<file path="config.mk">
export PLATFORM = sky130hd
export DESIGN_NAME = sim_finish_ctrl
export DESIGN_NICKNAME = d
export VERILOG_FILES = /design/src/rtl/sim_finish_ctrl.sv
export SDC_FILE = /design/constraint.sdc
export NUM_CORES = 1
export LEC_CHECK = 0
export BUFFER_PORTS_ARGS = -buffer_cell sky130_fd_sc_hd__buf_2
export CAP_MARGIN = 30
export CORE_MARGIN = 4
export CORE_UTILIZATION = 58
export DETAILED_ROUTE_END_ITERATION = 7
export PLACE_DENSITY = 0.85
export SLEW_MARGIN = 20
export SYNTH_ARGS = -nofsm -noshare
export SYNTH_HDL_FRONTEND = slang
export SYNTH_SLANG_ARGS = --single-unit
</file>
<file path="constraint.sdc">
create_clock -name CLK -period 8.1 [get_ports CLK]
set_clock_uncertainty 0.15 [all_clocks]
set_input_delay 0.405 -clock CLK [delete_from_list [all_inputs] [get_ports CLK]]
set_output_delay 0.405 -clock CLK [all_outputs]
set_load 0.02 [all_outputs]
</file>
<file path="src/rtl/sim_finish_ctrl.sv">
// Design-side simulation finish controller: arbitrates finish requests, waits for a quiet
// drain window, then raises a sticky finish level. Optional watchdog: SIM_WATCHDOG_EN.
module sim_finish_ctrl #(
   parameter int unsigned NSRC            = 4,
   parameter int unsigned CODE_W          = 8,
   parameter int unsigned DRAIN_CYCLES    = 16,
   parameter int unsigned WATCHDOG_CYCLES = 1000000
) (
   input  logic                     CLK,
   input  logic                     RST,
   input  logic [NSRC-1:0]          req_valid,
   input  logic [NSRC*CODE_W-1:0]   req_code,
   output logic [NSRC-1:0]          req_ready,
   input  logic                     quiesce_in,
   output logic [31:0]              cycle_count,
   output logic [1:0]               state,
   output logic                     finish,
   output logic [CODE_W-1:0]        finish_code,
   output logic [3:0]               finish_src,
   output logic                     timeout
);

   typedef enum logic [1:0] {
      StIdle  = 2'd0,
      StRun   = 2'd1,
      StDrain = 2'd2,
      StDone  = 2'd3
   } state_e;

   state_e              state_q;
   logic [31:0]         drain_cnt_q;
   logic [NSRC-1:0]     win_oh;
   logic [CODE_W-1:0]   win_code;
   logic [3:0]          win_src;

   // Scan from the top so the lowest-index requester is the last (winning) assignment.
   always_comb begin
      win_oh   = '0;
      win_code = '0;
      win_src  = '0;
      for (int i = int'(NSRC) - 1; i >= 0; i--) begin
         if (req_valid[i]) begin
            win_oh    = '0;
            win_oh[i] = 1'b1;
            win_code  = req_code[i*CODE_W +: CODE_W];
            win_src   = 4'(i);
         end
      end
   end

   assign state = state_q;

   always_ff @(posedge CLK) begin
      if (RST) begin
         state_q     <= StIdle;
         req_ready   <= '0;
         cycle_count <= '0;
         finish      <= 1'b0;
         finish_code <= '0;
         finish_src  <= '0;
         drain_cnt_q <= '0;
`ifdef SIM_WATCHDOG_EN
         timeout     <= 1'b0;
`endif
      end else begin
         req_ready <= '0;
         unique case (state_q)
            StIdle: state_q <= StRun;
            StRun, StDrain: begin
`ifdef SIM_WATCHDOG_EN
               // Watchdog pre-empts any acceptance or drain progress on the same edge.
               if (cycle_count == WATCHDOG_CYCLES) begin
                  state_q     <= StDone;
                  finish      <= 1'b1;
                  timeout     <= 1'b1;
                  finish_code <= '1;
                  finish_src  <= 4'hF;
               end else
`endif
               begin
                  if (cycle_count != '1) cycle_count <= cycle_count + 32'd1;
                  if (state_q == StRun) begin
                     if (|req_valid) begin
                        req_ready   <= win_oh;
                        finish_code <= win_code;
                        finish_src  <= win_src;
                        drain_cnt_q <= DRAIN_CYCLES;
                        state_q     <= StDrain;
                     end
                  end else if (!quiesce_in) begin
                     drain_cnt_q <= DRAIN_CYCLES;
                  end else if (drain_cnt_q == '0) begin
                     state_q <= StDone;
                     finish  <= 1'b1;
                  end else begin
                     drain_cnt_q <= drain_cnt_q - 32'd1;
                  end
               end
            end
            StDone: begin
            end
         endcase
      end
   end

`ifndef SIM_WATCHDOG_EN
   // No watchdog in this build; the limit parameter has no effect.
   assign timeout = 1'b0 && (WATCHDOG_CYCLES != 0);
`endif

endmodule
</file>
==> metrics, run 1 <==
relative area change from synthesis to final layout 16.8%; Netlist Area Pre-Place 4100 um^2; number of synthesis warnings 0; max incr delay on CP 0.74 ns; number of violations reported at the end of detailed-routing iteration 0 250; vias in the first global route 3,669; die area 8480 um^2; maximum fanout encountered on the critical timing path 8; ranking of synthesized cells by area sky130_fd_sc_hd__dfxtp_1 (40%), sky130_fd_sc_hd__a21oi_1 (7.7%), sky130_fd_sc_hd__or3_1 (6.3%), sky130_fd_sc_hd__or4_1 (3.7%), sky130_fd_sc_hd__o21ai_0 (3.3%); DIE HEIGHT 92.1 um; most frequently used cell type in the post-synthesis netlist sky130_fd_sc_hd__dfxtp_1; path type of the worst min-delay path primary input to register; pwr dens 357 nW/um^2; Post-layout nets 615; endpoint class of the critical path register; Finished Core Util 70.1%; pin count of the biggest net entering global routing 61; Slew Limit Headroom 38.3%; number of resized instances in the post-cts repair step 0; sequential area share after synthesis 39.6%; CP cell instances ha_1, nand3_1, nor4_1, a41oi_1, or3b_2, mux2_2; die span in x 92.1 um; Worst VDD drop 0.000187 V; critical path startpoint category register; weighted congestion at the end of routability-driven global placement 0.913; pre-CTS WS 4.84 ns; critical path type register to register; Data arrival, critical path 3.12 ns; max-capacitance violation count 0; crit path max-delay cell type sky130_fd_sc_hd__nor4_1; CTS Hold Buffers Added 0; global router's overall resource usage 24.1%; total half-perimeter wirelength after legalization and detailed placement 7280 um; core area 6830 um^2; post-route DRC violation count 0; I/O Pins 91; total clock buffers created by CTS 9; average wire length per cell after detail routing 15.1 um; effective utilization at floorplan 60.0%; fraction of registers with async set/reset 0%; transition at the pin with the smallest max-transition slack 0.923 ns; Post-CTS Setup Bufs 0; final number of max-transition violations 0; H-tree levels 3; total routed wirelength 10,100 um; worst r2r path cells 6; synthesized area divided by synthesized cell count 8.26 um^2; number of setup violations in the final report 0; Post-synth top flop sky130_fd_sc_hd__dfxtp_1; drt via density 6.08; CTS tree done; antenna violations before repair 0; final hold viol count 0; data required time at the worst endpoint 8.19 ns; clock sink count 81; source-to-sink clock delay at the later pin of the worst-skew pair 0.35 ns; count of standard-cell rows 30; count of buffers inserted at the top-level ports 87; clock transition time at the flip-flop clock pins of the worst setup and hold paths 0.08 ns; fraction of synthesized cell area taken by the top area cell type 39.6%; number of stages on the worst hold path 2; post-route minimum period 3.03 ns; Setup WS post-layout 5.07 ns; unrepaired setup endpoints after global routing false; Cell variety after synth 51; static power due to leakage 1.89 nW; Mapped Cells 496; peak clock frequency supported by timing 330 MHz; number of iterations in the first detailed-routing pass 5; remaining number of nets flagged by the antenna check after routing 0; fraction of the cycle the final worst path needs 37.4%; most common library cells after synthesis sky130_fd_sc_hd__dfxtp_1 (81), sky130_fd_sc_hd__a21oi_1 (63), sky130_fd_sc_hd__or3_1 (41), sky130_fd_sc_hd__nor2_1 (34), sky130_fd_sc_hd__o21ai_0 (27); total inserted antenna cells 0; aggregate negative setup slack 0 ns; result of the run finished, final reports clean; overflow left after global routing 0; library cell with the largest summed area after synthesis sky130_fd_sc_hd__dfxtp_1; Bufs on Longest Clock Path 2; number of enable-type register cells in the synthesized netlist 0; proportion of layout cells with a drive suffix above 1 22.8%; synthesized flop and latch total 81; global-route wire length before repair 17,000 um; Clock Root Buffer sky130_fd_sc_hd__clkbuf_8; routed via count 4,071
[layout make-up]
type                       instances  area (um^2)
multi-input combinational        377         2330
fill                             570         2040
sequential                        81         1620
timing repair buffer              89          450
clock buffer                      11          151
tap                               96          120
clock inverter                     3         65.1
inverter                          13         48.8
[critical path: cells and delay by family (launching register included)]
family                     cells  cell delay, ns
DFF                            1            0.42
adders and majority gates      1            0.27
AOI/OAI and AO/OA              1            0.55
muxes                          1            0.32
and+or+nand+nor                3            1.20
[per-layer routing]
layer / vias up / part of all wire [%] / routed length, um / global-route usage, %
met2: 130 / 47 / 4750 / 38.1
met1: 1899 / 44 / 4460 / 31.6
met4: 0 / 1.9 / 188 / 9.78
li1: 2021 / - / - / -
met3: 21 / 6.8 / 687 / 5.91
met5: - / 0 / 0 / 0
[logic make-up after synthesis]
logic type | synth area share (%)
other cells | 0.0915
simple gates | 29.0
xor+xnor | 1.71
buf+inv | 4.15
fa+ha+maj | 1.53
mux | 2.38
flops | 39.6
compound gates | 21.6
[metrics by stage]
stage	cell area (um^2)	instances	power, mW	hold slack (ns)
floorplan	4110	498	1.20	0.300
global placement	4560	656	1.33	0.293
detailed placement	4560	656	1.36	0.296
CTS	4780	670	1.69	0.275
global route	4790	670	1.84	0.289
finish	4790	670	1.71	0.284
[power breakdown]
part	leakage [nW]	internal [mW]	switching, mW
Sequential	0.656	0.476	0.0738
Clock	0.111	0.187	0.141
Combinational	1.12	0.323	0.511
Total	1.89	0.985	0.725
[path summary, 6_finish.rpt]
check / end / startpoint / slack, ns
worst max-delay path: cycle_count[5]$_SDFFE_PP0P_ / cycle_count[0]$_SDFFE_PP0P_ / 5.07
worst min-delay path: req_ready[2]$_SDFF_PP0_ / req_valid[2] / 0.28
worst max register to register: cycle_count[5]$_SDFFE_PP0P_ / cycle_count[0]$_SDFFE_PP0P_ / 5.07
worst min register to register: finish_code[6]$_SDFFE_PP0P_ / finish_code[6]$_SDFFE_PP0P_ / 0.30
[sequential cells by signal (all words and copies together), names as in the netlist]
| register | flops |
|---|---|
| cycle_count | 32 |
| drain_cnt_q | 32 |
| finish_code | 8 |
| req_ready | 4 |
| finish_src | 2 |
| state | 2 |
| finish | 1 |
[placed cells by master (no fill, tap or decap), types with 2 or more instances in the layout]
| master | instances |
|---|---|
| sky130_fd_sc_hd__buf_4 | 2 |
| sky130_fd_sc_hd__nor4_1 | 13 |
| sky130_fd_sc_hd__bufinv_16 | 2 |
| sky130_fd_sc_hd__conb_1 | 3 |
| sky130_fd_sc_hd__and3_1 | 5 |
| sky130_fd_sc_hd__and4_1 | 4 |
| sky130_fd_sc_hd__or3_1 | 41 |
| sky130_fd_sc_hd__a211oi_1 | 9 |
| sky130_fd_sc_hd__o22ai_1 | 7 |
| sky130_fd_sc_hd__o21ai_0 | 27 |
| sky130_fd_sc_hd__clkbuf_8 | 11 |
| sky130_fd_sc_hd__inv_1 | 12 |
| sky130_fd_sc_hd__nand3_1 | 10 |
| sky130_fd_sc_hd__o31a_1 | 2 |
| sky130_fd_sc_hd__o21a_1 | 3 |
| sky130_fd_sc_hd__a31o_2 | 3 |
| sky130_fd_sc_hd__mux2i_1 | 3 |
| sky130_fd_sc_hd__nand2b_1 | 5 |
| sky130_fd_sc_hd__dfxtp_1 | 81 |
| sky130_fd_sc_hd__a22oi_1 | 7 |
| sky130_fd_sc_hd__or4_1 | 20 |
| sky130_fd_sc_hd__o41ai_1 | 3 |
| sky130_fd_sc_hd__a211o_1 | 2 |
| sky130_fd_sc_hd__or3b_2 | 2 |
| sky130_fd_sc_hd__or2_2 | 10 |
| sky130_fd_sc_hd__buf_2 | 87 |
| sky130_fd_sc_hd__xnor2_1 | 6 |
| sky130_fd_sc_hd__nor3_1 | 13 |
| sky130_fd_sc_hd__o31ai_1 | 11 |
| sky130_fd_sc_hd__mux2_2 | 5 |
| sky130_fd_sc_hd__a21oi_1 | 63 |
| sky130_fd_sc_hd__nand2_1 | 23 |
| sky130_fd_sc_hd__nor2b_1 | 6 |
| sky130_fd_sc_hd__nand4_1 | 16 |
| sky130_fd_sc_hd__ha_1 | 5 |
| sky130_fd_sc_hd__nor2_1 | 34 |
| sky130_fd_sc_hd__xor2_1 | 2 |
Power figures use the tool's default switching activity.
==> inputs of run 2 (changes only) <==
- ABC_AREA: unset -> 1
- CORE_UTILIZATION: 58 -> 57
- PLACE_DENSITY: 0.85 -> 0.81
- clock period: 8.1 -> 3 ns (I/O delays scaled with it)
==> run 2 against run 1 <==
  * Non-clock buffer count rose by 4
  * Routed wire length grew 29%
  * Utilization fell by 4.4 points
  * Critical path depth is 1 higher
  * Total power rose to 3.3 times the previous value
  * Synthesized area grew 23%
  * Sequential share of layout area is 5.4 points lower
  * Clock-buffer cell count is the same
  * Hold slack worse by 0.28 ns
  * Worst setup slack lost 4.7 ns
  * Global-route usage grew 1.2 points
  * Cell count grew 53%
  * Largest cell class unchanged
  * Largest power group unchanged
==> metrics, run 2 <==
result of the run finished, final reports clean; relative area change from synthesis to final layout 12.8%; most used cells in the layout excluding fill and tap cells sky130_fd_sc_hd__nand2_1 (263), sky130_fd_sc_hd__nor2_1 (148), sky130_fd_sc_hd__inv_1 (87), sky130_fd_sc_hd__buf_2 (87), sky130_fd_sc_hd__dfxtp_1 (81); total inserted antenna cells 0 (unchanged); die span in x 102 um (+11%); Cell variety after synth 36 (-29%); effective utilization at floorplan 58.2% (-1.8 points); DIE HEIGHT 102 um (+11%); synthesized flop and latch total 81 (unchanged); max-capacitance violation count 0 (unchanged); weighted congestion at the end of routability-driven global placement 0.937 (+2.6%); pin count of the biggest net entering global routing 44 (-28%); global-route wire length before repair 21,800 um (+29%); sequential area share after synthesis 32.1% (-7.5 points); I/O Pins 91 (unchanged); number of resized instances in the post-cts repair step 0 (unchanged); switch share 51.7% (+9.3 points); fraction of registers with async set/reset 0% (unchanged); instance area after placement 5470 um^2 (+20%); Slew Limit Headroom 56.6% (+18 points); peak clock frequency supported by timing 374 MHz (+13%); Post-synth top flop sky130_fd_sc_hd__dfxtp_1; final number of max-transition violations 0 (unchanged); most common library cells after synthesis sky130_fd_sc_hd__nand2_1 (263), sky130_fd_sc_hd__nor2_1 (148), sky130_fd_sc_hd__inv_1 (87), sky130_fd_sc_hd__dfxtp_1 (81), sky130_fd_sc_hd__nand3_1 (48); part of the power in registers 25.7% (-6.4 points); H-tree levels 3 (unchanged); aggregate negative setup slack 0 ns (unchanged); part of the power in the clock network 14.4% (-4.7 points); number of violations reported at the end of detailed-routing iteration 0 180 (-28%); clock transition time at the flip-flop clock pins of the worst setup and hold paths 0.08 ns (about the same); count of standard-cell rows 34 (+13%); critical path type register to register; share of total power in combinational logic 59.8% (+11 points); number of iterations in the first detailed-routing pass 5 (unchanged); Worst VDD drop 0.000797 V (+330%); global router's overall resource usage 25.3% (+1.2 points); average wire length per cell after detail routing 12.7 um (-16%); power dissipated by switching net loads 2.92 mW (+300%); ranking of synthesized cells by area sky130_fd_sc_hd__dfxtp_1 (32%), sky130_fd_sc_hd__nand2_1 (20%), sky130_fd_sc_hd__nor2_1 (11%), sky130_fd_sc_hd__inv_1 (6.5%), sky130_fd_sc_hd__nand3_1 (4.8%); antenna violations before repair 0 (unchanged); count of buffers inserted at the top-level ports 87 (unchanged); Post-layout nets 958 (+56%); routed via count 5,460 (+34%); pwr dens 992 nW/um^2 (+180%); post-route minimum period 2.67 ns (-0.355 ns); critical path startpoint category register; maximum fanout encountered on the critical timing path 14 (+6); Clock Root Buffer sky130_fd_sc_hd__clkbuf_8; Design Area, Final 5700 um^2 (+19%); proportion of layout cells with a drive suffix above 1 15.3% (-7.5 points); Post-CTS Setup Bufs 0 (unchanged); post-route DRC violation count 0 (unchanged); final hold viol count 0 (unchanged); most frequently used cell type in the post-synthesis netlist sky130_fd_sc_hd__nand2_1; endpoint class of the critical path register; unrepaired setup endpoints after global routing false; drt via density 5.32 (-13%); fraction of the cycle the final worst path needs 89.0% (+52 points); Mapped Cells 834 (+68%); library cell with the largest summed area after synthesis sky130_fd_sc_hd__dfxtp_1; CTS Hold Buffers Added 3 (+3); number of synthesis warnings 0 (unchanged); leading cell type in the layout, fill and taps excluded sky130_fd_sc_hd__nand2_1; internal power summed over all cells 2.73 mW (+180%); CTS tree done; Netlist Area Pre-Place 5050 um^2 (+23%); number of setup violations in the final report 0 (unchanged); largest registers cycle_count x32, drain_cnt_q x32, finish_code x8; static power due to leakage 2.62 nW (+39%); synthesized area divided by synthesized cell count 6.06 um^2 (-27%); number of enable-type register cells in the synthesized netlist 0 (unchanged); core area 8680 um^2 (+27%); clock sink count 81 (unchanged); fraction of synthesized cell area taken by the top area cell type 32.1% (-7.5 points); data required time at the worst endpoint 3.15 ns (-5.04 ns); overflow left after global routing 0 (unchanged); vias in the first global route 5,087 (+39%); source-to-sink clock delay at the later pin of the worst-skew pair 0.36 ns (about the same); Data arrival, critical path 2.83 ns (-0.29 ns); Final Power 5.65 mW (+230%); total half-perimeter wirelength after legalization and detailed placement 9690 um (+33%); path type of the worst min-delay path primary input to register; total routed wirelength 13,100 um (+29%); transition at the pin with the smallest max-transition slack 0.651 ns (-0.272 ns); remaining number of nets flagged by the antenna check after routing 0 (unchanged); Finished Core Util 65.6% (-4.4 points); Bufs on Longest Clock Path 2 (unchanged); total clock buffers created by CTS 9 (unchanged); die area 10,400 um^2 (+23%)
run 2: final cells by class:
class | count | area, um^2
flip-flops and latches | 81 | 1620
repair buffers | 93 | 488
multi-input cells | 635 | 2900
fillers | 815 | 2980
inverters | 94 | 355
clock buffers | 11 | 141
well taps | 108 | 135
clock inverters | 5 | 55.1
run 2: stage by stage:
step                      std cells  setup WS [ns]  hold WS [ns]
after detailed placement       1008          0.601         0.309
after CTS                      1027          0.354      0.000350
after global placement         1008          0.702         0.302
after global routing           1027          0.151        0.0404
after floorplan                 836          0.895         0.134
final                          1027          0.329       0.00787
run 2: logic make-up (layout without fill, tap and decap cells):
logic type | Yosys count | count (layout) | share of synthesized area [%]
xor gates and xnor gates | 9 | 9 | 1.56
adders and majority gates | 5 | 5 | 1.24
AOI/OAI and AO/OA | 92 | 92 | 10.5
buffers and inverters | 120 | 203 | 10.6
and+or+nand+nor | 526 | 526 | 43.9
other | 1 | 3 | 0.0742
DFF | 81 | 81 | 32.1
run 2: power by group through the flow:
stage	clock network, mW	logic (mW)	registers [mW]
6_report	0.816	3.38	1.45
5_1_grt	0.870	3.81	1.48
4_1_cts	0.831	3.35	1.45
3_5_place_dp	0	3.31	1.47
3_3_place_gp	0	3.20	1.46
2_1_floorplan	0	3.04	1.53
run 2: per-layer routing:
metal	track usage (%)	up-vias	share of wire, %
li1	-	2784	-
met4	10.1	0	2.0
met1	31.4	2499	42
met3	2.66	26	5.8
met2	44.9	151	50
met5	0	-	0
run 2: path summary, 6_finish.rpt:
check / from / cells past startpoint / to / slack (ns)
setup / recovery: state[1]$_SDFFE_PP0P_ / 7 / req_ready[3]$_SDFF_PP0_ / 0.33
setup reg to reg: state[1]$_SDFFE_PP0P_ / 7 / req_ready[3]$_SDFF_PP0_ / 0.33
hold reg to reg: finish_code[5]$_SDFFE_PP0P_ / 2 / finish_code[5]$_SDFFE_PP0P_ / 0.32
hold / removal: req_valid[1] / 4 / req_ready[2]$_SDFF_PP0_ / 0.008
run 2: critical path, stage by stage (launching register included):
cell,delay (ns)
sky130_fd_sc_hd__dfxtp_1,0.33
sky130_fd_sc_hd__inv_1,0.10
sky130_fd_sc_hd__ha_1,0.58
sky130_fd_sc_hd__nand2_1,0.43
sky130_fd_sc_hd__nor2_1,0.23
sky130_fd_sc_hd__inv_1,0.10
sky130_fd_sc_hd__nor3_1,0.14
sky130_fd_sc_hd__dlygate4sd3_1,0.56
